===== config.mk =====
export PLATFORM = sky130hd
export DESIGN_NAME = mest_run_ctrl_flat
export DESIGN_NICKNAME = d
export VERILOG_FILES = /design/src/rtl/mest_run_ctrl_pkg.sv /design/src/rtl/mest_run_ctrl_if.sv /design/src/rtl/mest_result_fifo.sv /design/src/rtl/mest_run_ctrl.sv /design/src/flat_wrapper.sv
export SDC_FILE = /design/constraint.sdc
export NUM_CORES = 1
export LEC_CHECK = 0
export CAP_MARGIN = 20
export CORE_UTILIZATION = 51
export DETAILED_ROUTE_END_ITERATION = 7
export PLACE_DENSITY = 0.75
export RECOVER_POWER = 25
export SYNTH_ARGS = -nofsm -noshare
export SYNTH_HDL_FRONTEND = slang
export SYNTH_HIERARCHICAL = 1
export SYNTH_SLANG_ARGS = --single-unit

===== constraint.sdc =====
create_clock -name clk -period 3 [get_ports clk]
set_clock_uncertainty 0.2 [all_clocks]
set_input_delay 0.75 -clock clk [delete_from_list [all_inputs] [get_ports clk]]
set_output_delay 0.75 -clock clk [all_outputs]
set_load 0.01 [all_outputs]

===== src/rtl/mest_run_ctrl_pkg.sv =====
// Shared types and constants for the mest_pro run sequencer.
//   run_state_t    : sequencer state encoding
//   result_beat_t  : one captured core beat, {carry, zero, result}
//   BEAT_CNT_WIDTH : width of the per-run beat counter and run counter
package mest_ctrl_pkg;

    localparam int BEAT_CNT_WIDTH   = 16;
    localparam int RESULT_WIDTH_DEF = 8;

    typedef enum logic [2:0] {
        RS_IDLE    = 3'd0,
        RS_MEM_RST = 3'd1,
        RS_START   = 3'd2,
        RS_RUN     = 3'd3,
        RS_DONE    = 3'd4
    } run_state_t;

    typedef struct packed {
        logic                        carry;
        logic                        zero;
        logic [RESULT_WIDTH_DEF-1:0] result;
    } result_beat_t;

endpackage


===== src/rtl/mest_run_ctrl_if.sv =====
// Core-side and result-read-side signals of the run sequencer.
//   master : the sequencer (drives core start/memory reset, presents FIFO head)
//   slave  : core plus host read path
interface mest_run_ctrl_if #(
    parameter int RESULT_WIDTH = 8
);
    logic                    o_start;
    logic                    o_memory_reset;
    logic [RESULT_WIDTH-1:0] i_result;
    logic                    i_valid_result;
    logic                    i_carry;
    logic                    i_zero_flag;
    logic                    i_all_done;
    logic [RESULT_WIDTH+1:0] o_rd_data;
    logic                    o_rd_valid;
    logic                    i_rd_ready;

    modport master (
        output o_start, o_memory_reset, o_rd_data, o_rd_valid,
        input  i_result, i_valid_result, i_carry, i_zero_flag, i_all_done, i_rd_ready
    );

    modport slave (
        input  o_start, o_memory_reset, o_rd_data, o_rd_valid,
        output i_result, i_valid_result, i_carry, i_zero_flag, i_all_done, i_rd_ready
    );
endinterface


===== src/rtl/mest_result_fifo.sv =====
// Synchronous FIFO for captured result beats.
//   clk, rst      : clock, synchronous active-high reset
//   clear         : empties the FIFO (wins over push/pop)
//   push, wr_data : write request; accepted when not full, or full with a pop
//   pop           : removes the head; ignored when empty
//   rd_data       : current head
//   full, empty   : occupancy flags
module mest_result_fifo #(
    parameter int WIDTH = 10,
    parameter int DEPTH = 8
) (
    input  logic             clk,
    input  logic             rst,
    input  logic             clear,
    input  logic             push,
    input  logic             pop,
    input  logic [WIDTH-1:0] wr_data,
    output logic [WIDTH-1:0] rd_data,
    output logic             full,
    output logic             empty
);
    localparam int AW = $clog2(DEPTH);

    logic [WIDTH-1:0] mem [DEPTH];
    logic [AW-1:0]    wr_ptr;
    logic [AW-1:0]    rd_ptr;
    logic [AW:0]      count;
    logic             do_pop;
    logic             do_push;

    assign full    = (count == (AW+1)'(DEPTH));
    assign empty   = (count == '0);
    assign do_pop  = pop && !empty;
    // a pop frees the slot in the same edge, so a full FIFO still accepts
    assign do_push = push && (!full || do_pop);
    assign rd_data = mem[rd_ptr];

    always_ff @(posedge clk) begin
        if (do_push && !rst && !clear) begin
            mem[wr_ptr] <= wr_data;
        end
    end

    always_ff @(posedge clk) begin
        if (rst || clear) begin
            wr_ptr <= '0;
            rd_ptr <= '0;
            count  <= '0;
        end else begin
            if (do_push) wr_ptr <= wr_ptr + AW'(1);
            if (do_pop)  rd_ptr <= rd_ptr + AW'(1);
            case ({do_push, do_pop})
                2'b10:   count <= count + (AW+1)'(1);
                2'b01:   count <= count - (AW+1)'(1);
                default: count <= count;
            endcase
        end
    end
endmodule


===== src/rtl/mest_run_ctrl.sv =====
// Run sequencer for the mest_pro core: optional memory reset, start pulse,
// watchdog-supervised run, and capture of result beats into a FIFO.
//   clk, i_reset          : clock, synchronous active-high reset
//   i_go, i_clear_mem     : run request (IDLE only) and memory-reset option
//   i_abort               : terminate the current run
//   bus                   : core start/reset/result signals and FIFO read port
//   o_busy, o_done        : state != IDLE, completion pulse
//   o_timeout, o_overflow : sticky watchdog and dropped-beat flags
//   o_beat_count          : beats seen this run (saturating)
//   o_run_count           : completed runs (wrapping)
//
// state   | meaning
// IDLE    | waiting for i_go
// MEM_RST | o_memory_reset held high for MEM_RESET_CYCLES cycles
// START   | o_start pulse, watchdog reload
// RUN     | capturing beats, waiting for i_all_done or watchdog
// DONE    | o_done pulse, run counted
module mest_run_ctrl
    import mest_ctrl_pkg::*;
#(
    parameter int RESULT_WIDTH     = 8,
    parameter int FIFO_DEPTH       = 8,
    parameter int MEM_RESET_CYCLES = 4,
    parameter int TIMEOUT_CYCLES   = 65536
) (
    input  logic                      clk,
    input  logic                      i_reset,
    input  logic                      i_go,
    input  logic                      i_clear_mem,
    input  logic                      i_abort,
    mest_run_ctrl_if.master           bus,
    output logic                      o_busy,
    output logic                      o_done,
    output logic                      o_timeout,
    output logic                      o_overflow,
    output logic [BEAT_CNT_WIDTH-1:0] o_beat_count,
    output logic [BEAT_CNT_WIDTH-1:0] o_run_count
);
    localparam logic [2:0] S_IDLE    = RS_IDLE;
    localparam logic [2:0] S_MEM_RST = RS_MEM_RST;
    localparam logic [2:0] S_START   = RS_START;
    localparam logic [2:0] S_RUN     = RS_RUN;
    localparam logic [2:0] S_DONE    = RS_DONE;

    localparam int              MC_W    = $clog2(MEM_RESET_CYCLES + 1);
    localparam int              WD_W    = $clog2(TIMEOUT_CYCLES);
    localparam logic [MC_W-1:0] MC_LOAD = MC_W'(MEM_RESET_CYCLES - 1);
    localparam logic [WD_W-1:0] WD_LOAD = WD_W'(TIMEOUT_CYCLES - 1);

    logic [2:0]              state;
    logic [2:0]              state_nxt;
    logic [MC_W-1:0]         mem_cnt;
    logic [WD_W-1:0]         wd_cnt;
    logic                    go_accept;
    logic                    beat_push;
    logic                    beat_drop;
    logic                    wd_expired;
    logic                    fifo_full;
    logic                    fifo_empty;
    logic [RESULT_WIDTH+1:0] beat_data;

    assign go_accept  = (state == S_IDLE) && i_go;
    assign beat_push  = (state == S_RUN) && bus.i_valid_result;
    assign beat_data  = {bus.i_carry, bus.i_zero_flag, bus.i_result};
    assign beat_drop  = beat_push && fifo_full && !bus.i_rd_ready;
    // abort and all_done both outrank the watchdog
    assign wd_expired = (state == S_RUN) && !i_abort && !bus.i_all_done && (wd_cnt == '0);
    assign bus.o_rd_valid = !fifo_empty;

    always_comb begin
        state_nxt = state;
        case (state)
            S_IDLE:    if (i_go) state_nxt = i_clear_mem ? S_MEM_RST : S_START;
            S_MEM_RST: if (i_abort) state_nxt = S_IDLE;
                       else if (mem_cnt == '0) state_nxt = S_START;
            S_START:   state_nxt = i_abort ? S_IDLE : S_RUN;
            S_RUN:     if (i_abort) state_nxt = S_IDLE;
                       else if (bus.i_all_done) state_nxt = S_DONE;
                       else if (wd_cnt == '0) state_nxt = S_IDLE;
            S_DONE:    state_nxt = S_IDLE;
            default:   state_nxt = S_IDLE;
        endcase
    end

    // outputs are registered from the next state so they line up with it
    always_ff @(posedge clk) begin
        if (i_reset) begin
            state              <= S_IDLE;
            mem_cnt            <= '0;
            wd_cnt             <= '0;
            bus.o_start        <= 1'b0;
            bus.o_memory_reset <= 1'b0;
            o_busy             <= 1'b0;
            o_done             <= 1'b0;
            o_timeout          <= 1'b0;
            o_overflow         <= 1'b0;
            o_beat_count       <= '0;
            o_run_count        <= '0;
        end else begin
            state              <= state_nxt;
            bus.o_start        <= (state_nxt == S_START);
            bus.o_memory_reset <= (state_nxt == S_MEM_RST);
            o_busy             <= (state_nxt != S_IDLE);
            o_done             <= (state_nxt == S_DONE);

            if (state_nxt == S_MEM_RST && state != S_MEM_RST) mem_cnt <= MC_LOAD;
            else if (state == S_MEM_RST && mem_cnt != '0)     mem_cnt <= mem_cnt - MC_W'(1);

            if (state == S_START)                        wd_cnt <= WD_LOAD;
            else if (state == S_RUN && wd_cnt != '0)     wd_cnt <= wd_cnt - WD_W'(1);

            if (state_nxt == S_DONE) o_run_count <= o_run_count + BEAT_CNT_WIDTH'(1);

            if (go_accept) begin
                o_timeout    <= 1'b0;
                o_overflow   <= 1'b0;
                o_beat_count <= '0;
            end else begin
                if (wd_expired) o_timeout  <= 1'b1;
                if (beat_drop)  o_overflow <= 1'b1;
                if (beat_push && o_beat_count != '1) o_beat_count <= o_beat_count + BEAT_CNT_WIDTH'(1);
            end
        end
    end

    mest_result_fifo #(
        .WIDTH (RESULT_WIDTH + 2),
        .DEPTH (FIFO_DEPTH)
    ) u_fifo (
        .clk     (clk),
        .rst     (i_reset),
        .clear   (go_accept),
        .push    (beat_push),
        .pop     (bus.i_rd_ready),
        .wr_data (beat_data),
        .rd_data (bus.o_rd_data),
        .full    (fifo_full),
        .empty   (fifo_empty)
    );
endmodule


===== src/flat_wrapper.sv =====
// flat-port wrapper written by rule: the top's interface ports become plain ports
module mest_run_ctrl_flat import mest_ctrl_pkg::*;
#(
    parameter int RESULT_WIDTH     = 8,
    parameter int FIFO_DEPTH       = 8,
    parameter int MEM_RESET_CYCLES = 4,
    parameter int TIMEOUT_CYCLES   = 65536
)
  (clk, i_reset, i_go, i_clear_mem, i_abort, o_busy, o_done, o_timeout, o_overflow, o_beat_count, o_run_count, bus_o_start, bus_o_memory_reset, bus_o_rd_data, bus_o_rd_valid, bus_i_result, bus_i_valid_result, bus_i_carry, bus_i_zero_flag, bus_i_all_done, bus_i_rd_ready);
  mest_run_ctrl_if #(.RESULT_WIDTH(RESULT_WIDTH)) bus_i ();
  input  logic clk;
  input  logic i_reset;
  input  logic i_go;
  input  logic i_clear_mem;
  input  logic i_abort;
  output logic o_busy;
  output logic o_done;
  output logic o_timeout;
  output logic o_overflow;
  output logic [BEAT_CNT_WIDTH-1:0] o_beat_count;
  output logic [BEAT_CNT_WIDTH-1:0] o_run_count;
  output wire logic [$bits(bus_i.o_start)-1:0] bus_o_start;
  output wire logic [$bits(bus_i.o_memory_reset)-1:0] bus_o_memory_reset;
  output wire logic [$bits(bus_i.o_rd_data)-1:0] bus_o_rd_data;
  output wire logic [$bits(bus_i.o_rd_valid)-1:0] bus_o_rd_valid;
  input wire logic [$bits(bus_i.i_result)-1:0] bus_i_result;
  input wire logic [$bits(bus_i.i_valid_result)-1:0] bus_i_valid_result;
  input wire logic [$bits(bus_i.i_carry)-1:0] bus_i_carry;
  input wire logic [$bits(bus_i.i_zero_flag)-1:0] bus_i_zero_flag;
  input wire logic [$bits(bus_i.i_all_done)-1:0] bus_i_all_done;
  input wire logic [$bits(bus_i.i_rd_ready)-1:0] bus_i_rd_ready;
  assign bus_o_start = bus_i.o_start;
  assign bus_o_memory_reset = bus_i.o_memory_reset;
  assign bus_o_rd_data = bus_i.o_rd_data;
  assign bus_o_rd_valid = bus_i.o_rd_valid;
  assign bus_i.i_result = bus_i_result;
  assign bus_i.i_valid_result = bus_i_valid_result;
  assign bus_i.i_carry = bus_i_carry;
  assign bus_i.i_zero_flag = bus_i_zero_flag;
  assign bus_i.i_all_done = bus_i_all_done;
  assign bus_i.i_rd_ready = bus_i_rd_ready;
  mest_run_ctrl #(.RESULT_WIDTH(RESULT_WIDTH), .FIFO_DEPTH(FIFO_DEPTH), .MEM_RESET_CYCLES(MEM_RESET_CYCLES), .TIMEOUT_CYCLES(TIMEOUT_CYCLES)) u_core (.clk(clk), .i_reset(i_reset), .i_go(i_go), .i_clear_mem(i_clear_mem), .i_abort(i_abort), .bus(bus_i), .o_busy(o_busy), .o_done(o_done), .o_timeout(o_timeout), .o_overflow(o_overflow), .o_beat_count(o_beat_count), .o_run_count(o_run_count));
endmodule

# Word level (Yosys, flattened, before mapping)
# Memories as Yosys holds them, arrays and structs flattened. A register that Yosys moved wholly into a read port is not among the register bits.
# Index checks and enable logic that the tools add are counted.
# totals
regBits,70
latchBits,0
ram_bits,80
rom_bits,0
out_inout_bits,49
mem_count,1
# classes
add_sub_neg,8
multipliers,0
n_div,0
magnitude_cmp,0
eq_ne,11
shifts,0
mux,18
bitwise_logic,0
reduce_logical,36
# memory_table
memory,depth,word_bits,read_ports,rd_ports_with_merged_regs,wr,line,rtl
u_core.u_fifo.mem,8,10,1,1,1,mest_result_fifo.sv:24,logic [WIDTH-1:0] mem [DEPTH];
# ops
op,count
16-bit by 1-bit adder with 16-bit output (second input constant),2
16-bit two-way mux,2
3-bit two-way mux,8
16-bit zero test,1
16-bit != test (second input constant),1
16-bit nonzero test,1
16-bit by 1-bit subtractor with 16-bit output (second input constant),1
1-bit logical AND,15
3-bit one-hot mux with 4 select lines,1
3-bit by 2-bit == test with 1-bit output (second input constant),3
2-bit two-way mux,4
4-bit one-hot mux with 2 select lines,1
1-bit zero test,7
3-bit by 1-bit adder with 3-bit output (second input constant),2
3-bit by 1-bit == test with 1-bit output (second input constant),2
3-bit zero test,2
2-bit nonzero test,3
3-bit nonzero test,2
4-bit by 1-bit adder with 4-bit output (second input constant),1
4-bit == test (second input constant),1
4-bit zero test,1
2-bit OR reduction,2
4-bit by 1-bit subtractor with 4-bit output (second input constant),1
3-bit == test (second input constant),1
other kinds (6),8

# Longest topological paths before layout
# depth
depth_word,9
depth_mapped,11
mapped_depth_nobuf,9

# Hierarchy
# The synthesis kept the hierarchy.
# by_module_without_submodules
mod,n_inst,cells_each,area_per_inst_um2,seq_area_each_um2
mest_result_fifo,1,200,3729.8,2662.6
mest_run_ctrl,1,361,3045.4,1201.2

# Worst setup path before layout
# OpenSTA, ideal clock, no wires.
# synth_path
path_type,input to register
from,input port bus_i_valid_result
to,"memory u_core.u_fifo.mem[4][0], enable pin"
arrival_ns,2.539
t_required_ns,2.410
path_slack_ns,-0.129
path_stages,5
n_path_buf,1
cell_sequence,and4b_1 > clkbuf_1 > o21ai_2 > or3_1 > nor3_1
# synth_between
elab_chain_len,6
# synth_lines
element,line,rtl
start: declaration,flat_wrapper.sv:27,input wire logic [$bits(bus_i.i_valid_result)-1:0] bus_i_valid_result;
1-bit logical AND,mest_run_ctrl.sv:63,assign beat_push = (state == S_RUN) && bus.i_valid_result;
via u_core.beat_push,mest_run_ctrl.sv:55,logic beat_push;
1-bit logical AND,mest_result_fifo.sv:35,assign do_push = push && (!full || do_pop);
1-bit logical AND (2 in a row),mest_result_fifo.sv:39,if (do_push && !rst && !clear) begin
1-bit two-way mux,mest_result_fifo.sv:39,
1-bit two-way mux (not written as such),mest_result_fifo.sv:40,mem[wr_ptr] <= wr_data;
end: declaration,mest_result_fifo.sv:24,
# The timed path passes the listed nets, and every way through them passes these cells.

==> parameters.txt <==
Parameter                              Value

Status
  Result of the run ... completed

Cells and area
  Fraction of layout instances using a drive strength above 1 ... 18.3%
  Layout overhead on the synthesized area ... 25.6%
  Count of nets after finishing ... 677
  Ant diodes ... 0

Power and ir drop
  Leakage ... 2.82 nW
  IR Drop Worst-Case VDD ... 0.381 mV
  Total power per unit cell area ... 561 nW/µm²
  Total power ... 4.78 mW

Die
  Number of primary I/O pins ... 67
  Core outline area ... 12800 µm²
  # rows ... 41
  Horizontal die dimension ... 117 µm
  Die Area ... 13700 µm²
  Die height ... 117 µm
  Initial cell density of the core ... 53.0%

Global routing
  Global-route congestion overflow total ... 0
  Number of global-route vias before repair ... 4811
  Global-route usage over all layers ... 25.7%
  Antenna violations before repair ... 0
  Global-route wire length before repair ... 25700 µm
  Maximum number of pins on one net before global-route repair ... 45

Route
  Routed wire per std cell ... 20.2 µm
  Total vias in the final route ... 5132
  DR DRC count ... 0
  Number of optimization iterations in the first detailed-route pass ... 5
  Iter 0 DRT Violations ... 460
  Mean number of vias per cell ... 6.15
  Final routed wirelength across all metal layers ... 16800 µm
  Number of nets still failing antenna checks after routing ... 0

STA
  Crit path time final ... 2.94 ns
  Worst-case headroom to the max-slew limit ... 58.4%
  RSZ-0062 raised after global routing ... true
  Final setup vio count ... 0
  Highest attainable clock frequency ... 340 MHz
  Final hold slack ... 0.276 ns
  Share of the clock period used by the worst path ... 97.9%
  Pin slew with the least headroom to its limit ... 0.624 ns
  Final count of hold timing violations ... 0
  Max Slew Vio Count ... 0

Critical path
  Class of the most critical setup path ... reg -> out
  Arrival time reported for the critical path endpoint ... 1.99 ns
  Largest driver fanout on the critical path ... 5
  Kind of start point of the critical path ... register
  Critical Path RT ... 2.05 ns
  Capturing element type of the critical path ... output port
  FF-to-FF Start ... u_core/u_fifo/count[1]
  Setup slack of the worst register-to-register path ... 0.31 ns

Clock tree
  Number of buffers inserted during clock tree synthesis ... 17
  CTS clock-pin slew for the worst setup and hold paths ... 0.06 ns
  H-Tree Depth ... 4
  Clock tree from TritonCTS ... yes
  Clk Tree Root Cell ... sky130_fd_sc_hd__clkbuf_16
  Buffer levels on the longest clock path ... 2
  Insertion delay of the later-clocked pin in the worst-skew pair ... 0.41 ns
  Clock Sink Count ... 153

Synth
  Gate Count Post-Synth ... 561
  Top area cells in the synthesized netlist ... sky130_fd_sc_hd__edfxtp_1 (35%), sky130_fd_sc_hd__dfxtp_1 (22%), sky130_fd_sc_hd__mux4_2 (6.6%), sky130_fd_sc_hd__nor2_1 (2.3%), sky130_fd_sc_hd__or4_1 (2.0%)
  Synthesized Nets ... 589
  Post-synth top area share ... 35.5%
  Most frequently used cell type in the post-synthesis netlist ... sky130_fd_sc_hd__edfxtp_1
  Fraction of the yosys area taken by sequential cells ... 57.0%
  Yosys warnings ... 6
  Number of library cell types mapped by synthesis ... 63
  Fraction of registers with async set/reset ... 0%
  Post-synth top area cell ... sky130_fd_sc_hd__edfxtp_1
  Post-Syn Area per Cell ... 12.1 µm²
  Commonest cells post-synth ... sky130_fd_sc_hd__edfxtp_1 (80), sky130_fd_sc_hd__dfxtp_1 (73), sky130_fd_sc_hd__nor2_1 (41), sky130_fd_sc_hd__nand2_1 (26), sky130_fd_sc_hd__clkbuf_1 (24)
  Number of enable flip-flop cells after synthesis ... 80
  Primary flip-flop cell chosen by synthesis mapping ... sky130_fd_sc_hd__edfxtp_1
  Synthesized cell area ... 6780 µm²
  Synthesis-stage register bit count ... 153

Hold path
  Launch instance of the worst min-delay path ... u_core/o_timeout
  Class of the tightest hold or removal check ... reg -> reg

Placed design
  Post-DP HPWL ... 10900 µm
  Number of port buffers ... 66
  GPL Wtd Cong ... 0.838

Job
  Count of maximum capacitance violations ... 0
==> flip-flops by register name (all words and copies together) (netlist names), 4 cells and up, named ones only <==
| register | flops |
|---|---|
| u_core/wd_cnt | 16 |
| u_core/u_fifo/mem | 80 |
| u_core/o_run_count | 16 |
| u_core/u_fifo/count | 4 |
| u_core/o_beat_count | 16 |
==> cells in the final DEF (no fill, tap or decap), types with 18 or more instances in the layout <==
cell and instances:
sky130_fd_sc_hd__a21oi_1 23, sky130_fd_sc_hd__buf_4 29, sky130_fd_sc_hd__clkdlybuf4s50_1 47, sky130_fd_sc_hd__dfxtp_1 72, sky130_fd_sc_hd__edfxtp_1 80, sky130_fd_sc_hd__inv_1 20, sky130_fd_sc_hd__mux4_2 20, sky130_fd_sc_hd__nand2_1 26
sky130_fd_sc_hd__nor2_1 41, sky130_fd_sc_hd__or4_1 18
==> per-layer routing <==
metal	wire [µm]	track usage, %
met4	326	9.37
met3	1080	6.85
met5	0	0
met2	8520	42.6
met1	6890	32.4
==> report_power, final <==
group / switching (mW) / internal [mW]
combinational: 0.201 / 0.132
clock: 0.819 / 1.36
sequential: 0.0384 / 2.23
==> final timing paths <==
kind | endpoint | cells past startpoint
setup / recovery | bus_o_rd_data[9] | 5
hold / removal | u_core/o_timeout | 1
hold reg to reg | u_core/o_timeout | 1
setup reg to reg | u_core/u_fifo/count[3] | 9
==> through the flow <==
stage          instance area, µm²  instances  utilization (%)  worst slack [ns]  setup TNS (ns)
5_1_grt                      8510        834             66.6           -0.0182         -0.0182
6_report                     8510        834             66.6            0.0622               0
3_3_place_gp                 7780        797             60.9            0.0350               0
4_1_cts                      8510        834             66.6           0.00751               0
3_5_place_dp                 7780        797             60.9            -0.187          -0.678
2_1_floorplan                6790        561                -             0.137               0
==> cell type report <==
| type | instances | area (µm²) |
|---|---|---|
| fill | 910 | 4260 |
| sequential | 153 | 3870 |
| multi-input combinational | 355 | 2720 |
| timing repair buffer | 102 | 1020 |
| clock buffer | 22 | 464 |
| tap | 172 | 215 |
| clock inverter | 10 | 145 |
| inverter | 20 | 75.1 |
==> kinds of logic (layout without fill, tap and decap cells) <==
group                    count (synthesis)  in the layout  synth area share, %
AND/OR/NAND/NOR                        196            196                 16.4
AO/OA/AOI/OAI                           95             95                 9.92
flip-flops                             153            153                 57.0
multiplexers                            37             37                 9.36
XOR/XNOR                                17             17                 2.20
buffers and inverters                   53            154                 3.18
adder cells (fa/ha/maj)                 10             10                 1.96
==> worst max-delay path, cell delays in order, from the launching register on <==
cell	delay (ns)
sky130_fd_sc_hd__dfxtp_4	0.41
sky130_fd_sc_hd__buf_12	0.13
sky130_fd_sc_hd__buf_16	0.12
sky130_fd_sc_hd__mux4_2	0.51
sky130_fd_sc_hd__mux2_2	0.27
sky130_fd_sc_hd__buf_2	0.14
==> repair_timing <==
item | 4_1_cts | 5_1_grt
buffers inserted | 2 | 0
hold buffers | 0 | 0
gates resized for setup | 50 | 3
endpoints found under the setup margin | 10 | 2
cloned | 3 | 0
Power figures use the tool's default switching activity.
